### config.mk
export PLATFORM = sky130hd
export DESIGN_NAME = partition_err_sweep_ctrl
export DESIGN_NICKNAME = d
export VERILOG_FILES = /design/src/rtl/partition_err_sweep_ctrl.sv
export SDC_FILE = /design/constraint.sdc
export NUM_CORES = 1
export LEC_CHECK = 0
export ABC_AREA = 1
export BUFFER_PORTS_ARGS = -buffer_cell sky130_fd_sc_hd__buf_4
export CAP_MARGIN = 20
export CORE_UTILIZATION = 47
export CTS_CLUSTER_DIAMETER = 50
export DETAILED_ROUTE_END_ITERATION = 7
export HOLD_SLACK_MARGIN = 0.02
export PLACE_DENSITY_LB_ADDON = 0.1
export SETUP_SLACK_MARGIN = 0.02
export SYNTH_ARGS = -nofsm -noshare
export SYNTH_HDL_FRONTEND = slang
export SYNTH_SLANG_ARGS = --single-unit
### constraint.sdc
create_clock -name clk -period 4.6 [get_ports clk]
set_input_delay 0.69 -clock clk [delete_from_list [all_inputs] [get_ports clk]]
set_output_delay 0.69 -clock clk [all_outputs]
set_load 0.1 [all_outputs]
### src/rtl/partition_err_sweep_ctrl.sv
// Exhaustive input sweep for one adder partition. It compares the exact and the
// approximate partition outputs and accumulates mismatch, Hamming and worst-case error metrics.
module partition_err_sweep_ctrl #(
    parameter int NIN  = 8,
    parameter int NOUT = 5,
    parameter int LAT  = 1,
    parameter int HW   = 11
) (
    input  logic              clk,
    input  logic              rst_n,
    input  logic              start,
    input  logic              abort,
    output logic              busy,
    output logic              done,
    output logic [NIN-1:0]    pat_o,
    output logic              pat_vld_o,
    input  logic [NOUT-1:0]   exact_i,
    input  logic [NOUT-1:0]   approx_i,
    output logic [NIN:0]      mism_cnt,
    output logic [HW-1:0]     ham_sum,
    output logic [NOUT-1:0]   max_err,
    output logic [NIN-1:0]    wce_pat
);

    typedef enum logic [1:0] {
        ST_IDLE  = 2'd0,
        ST_SWEEP = 2'd1,
        ST_DRAIN = 2'd2,
        ST_DONE  = 2'd3
    } state_t;

    localparam logic [NIN-1:0] PAT_LAST   = {NIN{1'b1}};
    localparam int             DCW        = (LAT > 1) ? $clog2(LAT) : 1;
    localparam logic [DCW-1:0] DRAIN_LAST = DCW'((LAT > 0) ? (LAT - 1) : 0);

    state_t            state_r;
    state_t            state_nx_s;
    logic [DCW-1:0]    drain_cnt_r;
    logic [NIN-1:0]    pat_r;
    logic              busy_r;
    logic              done_r;
    logic              vld_r;
    logic              busy_nx_s;
    logic              done_nx_s;
    logic              vld_nx_s;
    logic              issue_vld_s;
    logic              flush_s;
    logic              launch_s;
    logic              samp_vld_s;
    logic [NIN-1:0]    samp_tag_s;
    logic              acc_en_s;
    logic [NOUT-1:0]   diff_s;
    logic [NOUT-1:0]   err_s;
    logic [NIN:0]      mism_r;
    logic [HW-1:0]     ham_r;
    logic [NOUT-1:0]   max_r;
    logic [NIN-1:0]    wce_r;

    // Number of set bits in a partition output difference word.
    function automatic logic [HW-1:0] popcnt(input logic [NOUT-1:0] v);
        logic [HW-1:0] acc;
        acc = {HW{1'b0}};
        for (int i = 0; i < NOUT; i++) begin
            acc = acc + {{(HW-1){1'b0}}, v[i]};
        end
        return acc;
    endfunction

    // Unsigned distance between two outputs, widened by one bit before subtracting.
    function automatic logic [NOUT:0] abs_diff(input logic [NOUT-1:0] a, input logic [NOUT-1:0] b);
        logic [NOUT:0] r;
        if (a >= b) begin
            r = {1'b0, a} - {1'b0, b};
        end else begin
            r = {1'b0, b} - {1'b0, a};
        end
        return r;
    endfunction

    assign issue_vld_s = (state_r == ST_SWEEP);
    assign flush_s     = abort && ((state_r == ST_SWEEP) || (state_r == ST_DRAIN));
    assign launch_s    = (state_r == ST_IDLE) && start;

    // State register.
    always_ff @(posedge clk) begin
        if (!rst_n) begin
            state_r <= ST_IDLE;
        end else begin
            state_r <= state_nx_s;
        end
    end

    // Next-state decode; abort only matters while a sweep is in flight.
    always_comb begin
        state_nx_s = state_r;
        case (state_r)
            ST_IDLE: begin
                if (start) begin
                    state_nx_s = ST_SWEEP;
                end else begin
                    state_nx_s = ST_IDLE;
                end
            end
            ST_SWEEP: begin
                if (abort) begin
                    state_nx_s = ST_IDLE;
                end else if (pat_r == PAT_LAST) begin
                    state_nx_s = (LAT == 0) ? ST_DONE : ST_DRAIN;
                end else begin
                    state_nx_s = ST_SWEEP;
                end
            end
            ST_DRAIN: begin
                if (abort) begin
                    state_nx_s = ST_IDLE;
                end else if (drain_cnt_r == DRAIN_LAST) begin
                    state_nx_s = ST_DONE;
                end else begin
                    state_nx_s = ST_DRAIN;
                end
            end
            ST_DONE: state_nx_s = ST_IDLE;
            default: state_nx_s = ST_IDLE;
        endcase
    end

    // Output decode from the upcoming state so that the flags come straight out of flops.
    always_comb begin
        busy_nx_s = 1'b0;
        done_nx_s = 1'b0;
        vld_nx_s  = 1'b0;
        case (state_nx_s)
            ST_SWEEP: begin
                busy_nx_s = 1'b1;
                vld_nx_s  = 1'b1;
            end
            ST_DRAIN: busy_nx_s = 1'b1;
            ST_DONE:  done_nx_s = 1'b1;
            ST_IDLE:  busy_nx_s = 1'b0;
            default:  busy_nx_s = 1'b0;
        endcase
    end

    // Registered status flags.
    always_ff @(posedge clk) begin
        if (!rst_n) begin
            busy_r <= 1'b0;
            done_r <= 1'b0;
            vld_r  <= 1'b0;
        end else begin
            busy_r <= busy_nx_s;
            done_r <= done_nx_s;
            vld_r  <= vld_nx_s;
        end
    end

    // The pattern counter doubles as pat_o, so it holds its last value through DRAIN and DONE.
    always_ff @(posedge clk) begin
        if (!rst_n) begin
            pat_r <= {NIN{1'b0}};
        end else if (launch_s) begin
            pat_r <= {NIN{1'b0}};
        end else if ((state_r == ST_SWEEP) && (state_nx_s == ST_SWEEP)) begin
            pat_r <= pat_r + NIN'(1);
        end else begin
            pat_r <= pat_r;
        end
    end

    // Drain cycle counter, held at zero outside DRAIN.
    always_ff @(posedge clk) begin
        if (!rst_n) begin
            drain_cnt_r <= {DCW{1'b0}};
        end else if (state_r == ST_DRAIN) begin
            drain_cnt_r <= drain_cnt_r + DCW'(1);
        end else begin
            drain_cnt_r <= {DCW{1'b0}};
        end
    end

    generate
        if (LAT == 0) begin : g_nopipe
            assign samp_vld_s = issue_vld_s;
            assign samp_tag_s = pat_r;
        end else begin : g_pipe
            logic [LAT-1:0] pv_r;
            logic [NIN-1:0] pt_r [LAT];

            // Tag shift register; the partition result for pt_r[LAT-1] is on the inputs now.
            always_ff @(posedge clk) begin
                if (!rst_n || flush_s) begin
                    pv_r <= {LAT{1'b0}};
                    for (int i = 0; i < LAT; i++) begin
                        pt_r[i] <= {NIN{1'b0}};
                    end
                end else begin
                    pv_r[0] <= issue_vld_s;
                    pt_r[0] <= pat_r;
                    for (int i = 1; i < LAT; i++) begin
                        pv_r[i] <= pv_r[i-1];
                        pt_r[i] <= pt_r[i-1];
                    end
                end
            end

            assign samp_vld_s = pv_r[LAT-1];
            assign samp_tag_s = pt_r[LAT-1];
        end
    endgenerate

    assign acc_en_s = samp_vld_s && !flush_s;
    assign diff_s   = exact_i ^ approx_i;
    assign err_s    = abs_diff(exact_i, approx_i)[NOUT-1:0];

    // Error accumulators; strict compare keeps the first pattern that hit the worst case.
    always_ff @(posedge clk) begin
        if (!rst_n || launch_s) begin
            mism_r <= {(NIN+1){1'b0}};
            ham_r  <= {HW{1'b0}};
            max_r  <= {NOUT{1'b0}};
            wce_r  <= {NIN{1'b0}};
        end else if (acc_en_s) begin
            mism_r <= mism_r + {{NIN{1'b0}}, (diff_s != {NOUT{1'b0}})};
            ham_r  <= ham_r + popcnt(diff_s);
            if (err_s > max_r) begin
                max_r <= err_s;
                wce_r <= samp_tag_s;
            end else begin
                max_r <= max_r;
                wce_r <= wce_r;
            end
        end else begin
            mism_r <= mism_r;
            ham_r  <= ham_r;
            max_r  <= max_r;
            wce_r  <= wce_r;
        end
    end

    assign busy      = busy_r;
    assign done      = done_r;
    assign pat_vld_o = vld_r;
    assign pat_o     = pat_r;
    assign mism_cnt  = mism_r;
    assign ham_sum   = ham_r;
    assign max_err   = max_r;
    assign wce_pat   = wce_r;

endmodule

==> After elaboration in Yosys (flattened, before gate mapping) <==
Memory sizes are Yosys's and may differ from the RTL's. A register that Yosys moved wholly into a read port is not among the register bits.
Cells that the tools add are included.
W data, S select, Z words.
{ "totals": {"ff_bits": 40, "latchBits": 0, "ramBits": 8, "rom_bits": 0, "input_bits": 14, "out_inout_bits": 44, "wordCells": 63, "memories": 1} }
{ "memory_table": {"columns": ["memory", "words", "word_bits", "read_ports", "rd_clocked_by_memory_dff", "write_ports", "line_no", "rtl"], "rows": [
  ["g_pipe.pt_r", 1, 8, 1, 1, 1, "187", "logic [NIN-1:0] pt_r [LAT];"]
]} }
{ "classes": {"n_addsub": 10, "n_mul": 0, "div": 0, "magnitude_cmp": 2, "n_eq_ne": 7, "n_shift": 0, "muxes": 15, "bitwise": 2, "reduce_logical": 16} }
{ "ops": {"columns": ["cell", "count"], "rows": [
  ["$add A11 B5 Y11", 1],
  ["$sub A5 B5 Y5", 2],
  ["$add A9 B1 Y9", 1],
  ["$mux W1", 9],
  ["$add A8 B1 Y8 const B", 1],
  ["$eq A2 B2 Y1 const B", 4],
  ["$eq A8 B8 Y1 const B", 1],
  ["$mux W8", 1],
  ["$pmux W2 S4", 1],
  ["$reduce_or A8 Y1", 1],
  ["$mux W2", 3],
  ["$add A4 B1 Y5", 1],
  ["$ge A5 B5 Y1", 1],
  ["$gt A5 B5 Y1", 1],
  ["$mux W5", 1],
  ["$reduce_bool A5 Y1", 1],
  ["$xor A5 B5 Y5", 1],
  ["$add A3 B1 Y4", 1],
  ["$eq A2 B1 Y1 const B", 2],
  ["$logic_and A1 B1 Y1", 4],
  ["$reduce_and A2 Y1", 2],
  ["$reduce_or A2 Y1", 2],
  ["$add A2 B1 Y3", 1],
  ["$logic_or A1 B1 Y1", 3],
  ["5 further kinds", 6]
]} }

==> Longest topological paths before layout <==
{ "logic_depth": {"ltp_word": 7, "ltp_mapped": 22} }

==> Worst setup path after synthesis <==
Ideal clock, no wire load.
{ "synth_timing": {"path_type": "input port to flip-flop", "from": "input exact_i[2]", "to": "register ham_r[6] (netlist: ham_sum[6])", "setup_time_ps": 124, "arrival_time_ps": 3335, "required_time_ps": 4476, "setup_slack_ps": 1141, "stages": 17, "cell_sequence": "inv_1 ha_1 buf_4 inv_1 fa_1 inv_1 fa_1 inv_1 ha_1 inv_1 fa_1 inv_1 a21oi_1 nor2_2 nand3_1 o21ai_1 a21oi_1"} }
{ "synth_between": {"elab_chain_len": 5} }
{ "synth_rtl": {"columns": ["item", "line_no", "rtl"], "rows": [
  ["start, declared", "17", "input logic [NOUT-1:0] exact_i,"],
  ["$xor A5 B5 Y5", "212", "assign diff_s = exact_i ^ approx_i;"],
  ["$add A2 B1 Y3", "64", "acc = acc + {{(HW-1){1'b0}}, v[i]};"],
  ["$add A3 B1 Y4", "64", null],
  ["$add A4 B1 Y5", "64", null],
  ["$add A11 B5 Y11", "224", "ham_r <= ham_r + popcnt(diff_s);"],
  ["end signal, assigned", "219", "ham_r <= {HW{1'b0}};"],
  ["end signal, assigned", "224", null],
  ["end signal, assigned", "234", "ham_r <= ham_r;"],
  ["end, declared", "55", "logic [HW-1:0] ham_r;"]
]} }
No other way between the ends.
A chain may end at the register's enable or synchronous reset.

==> Worst setup path after layout <==
{ "layout_timing": {"from": "input exact_i[2]", "to": "register ham_r[10] (netlist: ham_sum[10])"} }
Same word-level chain as after synthesis.

==> results.tsv <==
stage	metric	value	unit
floorplan	rows	29	
final_layout	area_growth	17.74	%
clock_network	cts_buffer_depth	2	
sta	finalSetupTns	0	ns
floorplan	coreArea	0.006459	mm²
synthesis	synth_top_cell_by_area	dfxtp_1	
floorplan	fp.dieW	84.54	µm
final_layout	n_antenna_cell	0	
final_layout	final_nets	529	
sta	rsz0062_at_grt	false	
floorplan	initial_utilization	0.4957	
sta	worstMarginPinSlew	0.5226	ns
synthesis	syn_area_per_cell	7.534	µm²
power	p_leak	1.745	nW
synthesis	ys_seq_area_frac	0.3501	
clock_network	postCtsSetupBuffers	0	
route	ant_nets	0	
clock_network	cts_resized	0	
synthesis	netlist_instances	425	
power	peakVddDrop	0.1355	mV
synthesis	ys_async_sr_fraction	0	
global_routing	grt_usage	0.1894	
final_layout	drive_gt1_frac	0.2603	
sta	min_period	3.440	ns
clock_network	h-tree-depth	2	
sta	final_hold_viol_count	0	
setup_path	path_max_fanout	10	
clock_network	cts.sinks	56	
synthesis	synth-edff-count	0	
sta	fin_worst_skew	0.01183	ns
setup_path	start_kind	input port	
hold_path	hp-class	flip-flop to flip-flop	
clock_network	root_buffer	clkbuf_8	
clock_network	path_clk_slew	0.12	ns
sta	max_slew_margin	0.6508	
route	drt_iter0_markers	92	
power	power.density	288.4	mW/mm²
outcome	status	finished with violations	
floorplan	io_pins	58	
flow_run	max_cap_viol_count	0	
place	hpwl	4.895	mm
synthesis	yosysWarningCount	0	
setup_path	worst_setup_path_end_kind	flip-flop	
floorplan	die_area	0.007146	mm²
synthesis	synth.area.top_cells	dfxtp_1, ha_1, nand2_1	
synthesis	synth_cell_types	31	
synthesis	synthFlopType	dfxtp_1	
global_routing	grt_pass1_wl	10.92	mm
synthesis	synth.top_cell.area_share	0.3501	
route	wl	6.340	mm
route	vias	2690	
clock_network	clk-insertion-delay-late	0.32	ns
synthesis	synth_fp_nets	471	
global_routing	grt_overflow	0	
sta	fin_crit_sh	0.7478	
global_routing	antenna_found_initial	0	
final_layout	utilization	0.5837	
synthesis	synth.ff_latch_count	56	
outcome	violations	DRC	
place	gp_congestion	0.8219	
setup_path	cp_data_required_time	4.87	ns
route	wl_per_cell	11.30	µm
route	post-route-drc-count	5	
route	first_pass_iters	8	
setup_path	path_class	input port to flip-flop	
setup_path	cp_data_arrival_time	3.71	ns
clock_network	postCtsHoldBufs	0	
floorplan	die_h	84.54	µm
clock_network	cts_tree	done	
sta	drv_slew	0	
global_routing	grt_start_max_net_pins	21	
global_routing	grt_pass1_vias	2538	
clock_network	cts_buffers	5	
route	vias_per_cell	4.795	
sta	fmax	290.7	MHz
synthesis	synth_area	0.003202	mm²
sta	setup_viol	0	
place	numPortBuffers	57	
-- cells in the mapped netlist (4+ instances only) --
library cell / instances
o21ai_0: 9
inv_1: 66
nor2_1: 50
nand2_2: 10
inv_2: 7
nand3_1: 16
o21ai_1: 13
a21oi_1: 22
nor2_2: 21
fa_1: 5
nand2_1: 79
dfxtp_1: 56
ha_1: 27
nand4_1: 4
o21ai_2: 8
-- critical path, cell delays in order --
cell and delay (ns):
buf_4 0.08, inv_1 0.03, ha_1 0.47, inv_1 0.10
fa_1 0.49, inv_1 0.05, fa_1 0.46, inv_1 0.07
ha_1 0.14, inv_1 0.06, fa_1 0.40, inv_1 0.07
a21oi_1 0.06, nor2_2 0.17, nand4_1 0.13, nand2_1 0.08
nand2_1 0.04, nor2_1 0.09
-- registers in the layout (all words and copies together) (netlist names) --
register	cells
busy	1
mism_cnt	9
ham_sum	11
max_err	5
drain_cnt_r	1
wce_pat	8
state_r	2
g_pipe.pt_r	8
pat_vld_o	1
done	1
pat_o	8
g_pipe.pv_r	1
-- through the flow --
stage | hold slack, ns | worst slack (ns) | instances | cell area (µm²) | power (mW)
floorplan | 0.3998 | 1.141 | 425 | 3202 | 0.7510
global placement | 0.4102 | 0.8642 | 553 | 3675 | 0.8018
detailed placement | 0.4159 | 0.7852 | 553 | 3675 | 0.8083
CTS | 0.4366 | 1.128 | 561 | 3770 | 1.099
global route | 0.4713 | 0.9077 | 561 | 3770 | 1.149
finish | 0.4315 | 1.160 | 561 | 3770 | 1.087
-- worst paths after layout --
path	from	endpoint	slack, ns	cells after the start
setup / recovery	exact_i[2]	ham_sum[10]	1.16	18
hold / removal	drain_cnt_r	drain_cnt_r	0.43	1
setup reg to reg	ham_sum[0]	ham_sum[10]	1.82	14
hold reg to reg	drain_cnt_r	drain_cnt_r	0.43	1
-- cells by family (layout without fill, tap and decap cells) --
group | count (synthesis) | count (layout) | share of synthesized area
AO/OA/AOI/OAI | 58 | 58 | 0.1102
XOR/XNOR | 4 | 4 | 0.01094
adder cells (fa/ha/maj) | 32 | 32 | 0.1368
buffers and inverters | 80 | 139 | 0.1039
flip-flops | 56 | 56 | 0.3501
AND/OR/NAND/NOR | 195 | 195 | 0.2880
-- layout make-up --
type	count	area [µm²]
clock buffer	5	68.82
fill	632	2689
timing repair buffer	58	435.4
inverter	73	274.0
multi-input combinational	289	1748
clock inverter	3	26.28
tap	77	96.34
sequential	56	1121
-- cells in the final DEF (no fill, tap or decap), types with 2 or more instances in the layout --
cell and count:
nand2_1 79, inv_1 66, buf_4 58, dfxtp_1 56, nor2_1 50, ha_1 27
a21oi_1 22, nor2_2 21, nand3_1 16, o21ai_1 13, nand2_2 10, o21ai_0 9
o21ai_2 8, inv_2 7, fa_1 5, clkbuf_8 5, nand4_1 4, nor2_4 3
xor2_1 3, nand3_2 3, nor3_2 3, nor3_1 3, a21oi_4 2, nand2_4 2
o21bai_1 2, clkinvlp_4 2
-- where the power goes --
part           internal [mW]  switching, mW  total [mW]  leakage (nW)
combinational         0.0928          0.199       0.292          1.25
clock                  0.111          0.182       0.293        0.0423
sequential             0.495        0.00711       0.502         0.453
-- routing by layer --
metal / GRT usage / share of wire / routed length [µm]
met2: 0.3230 / 0.46 / 2926
met5: 0 / 0 / 0
met4: 0.06009 / 0.012 / 76
met1: 0.2432 / 0.49 / 3088
met3: 0.03441 / 0.039 / 249
No activity file was read; power rests on OpenSTA's default activity.
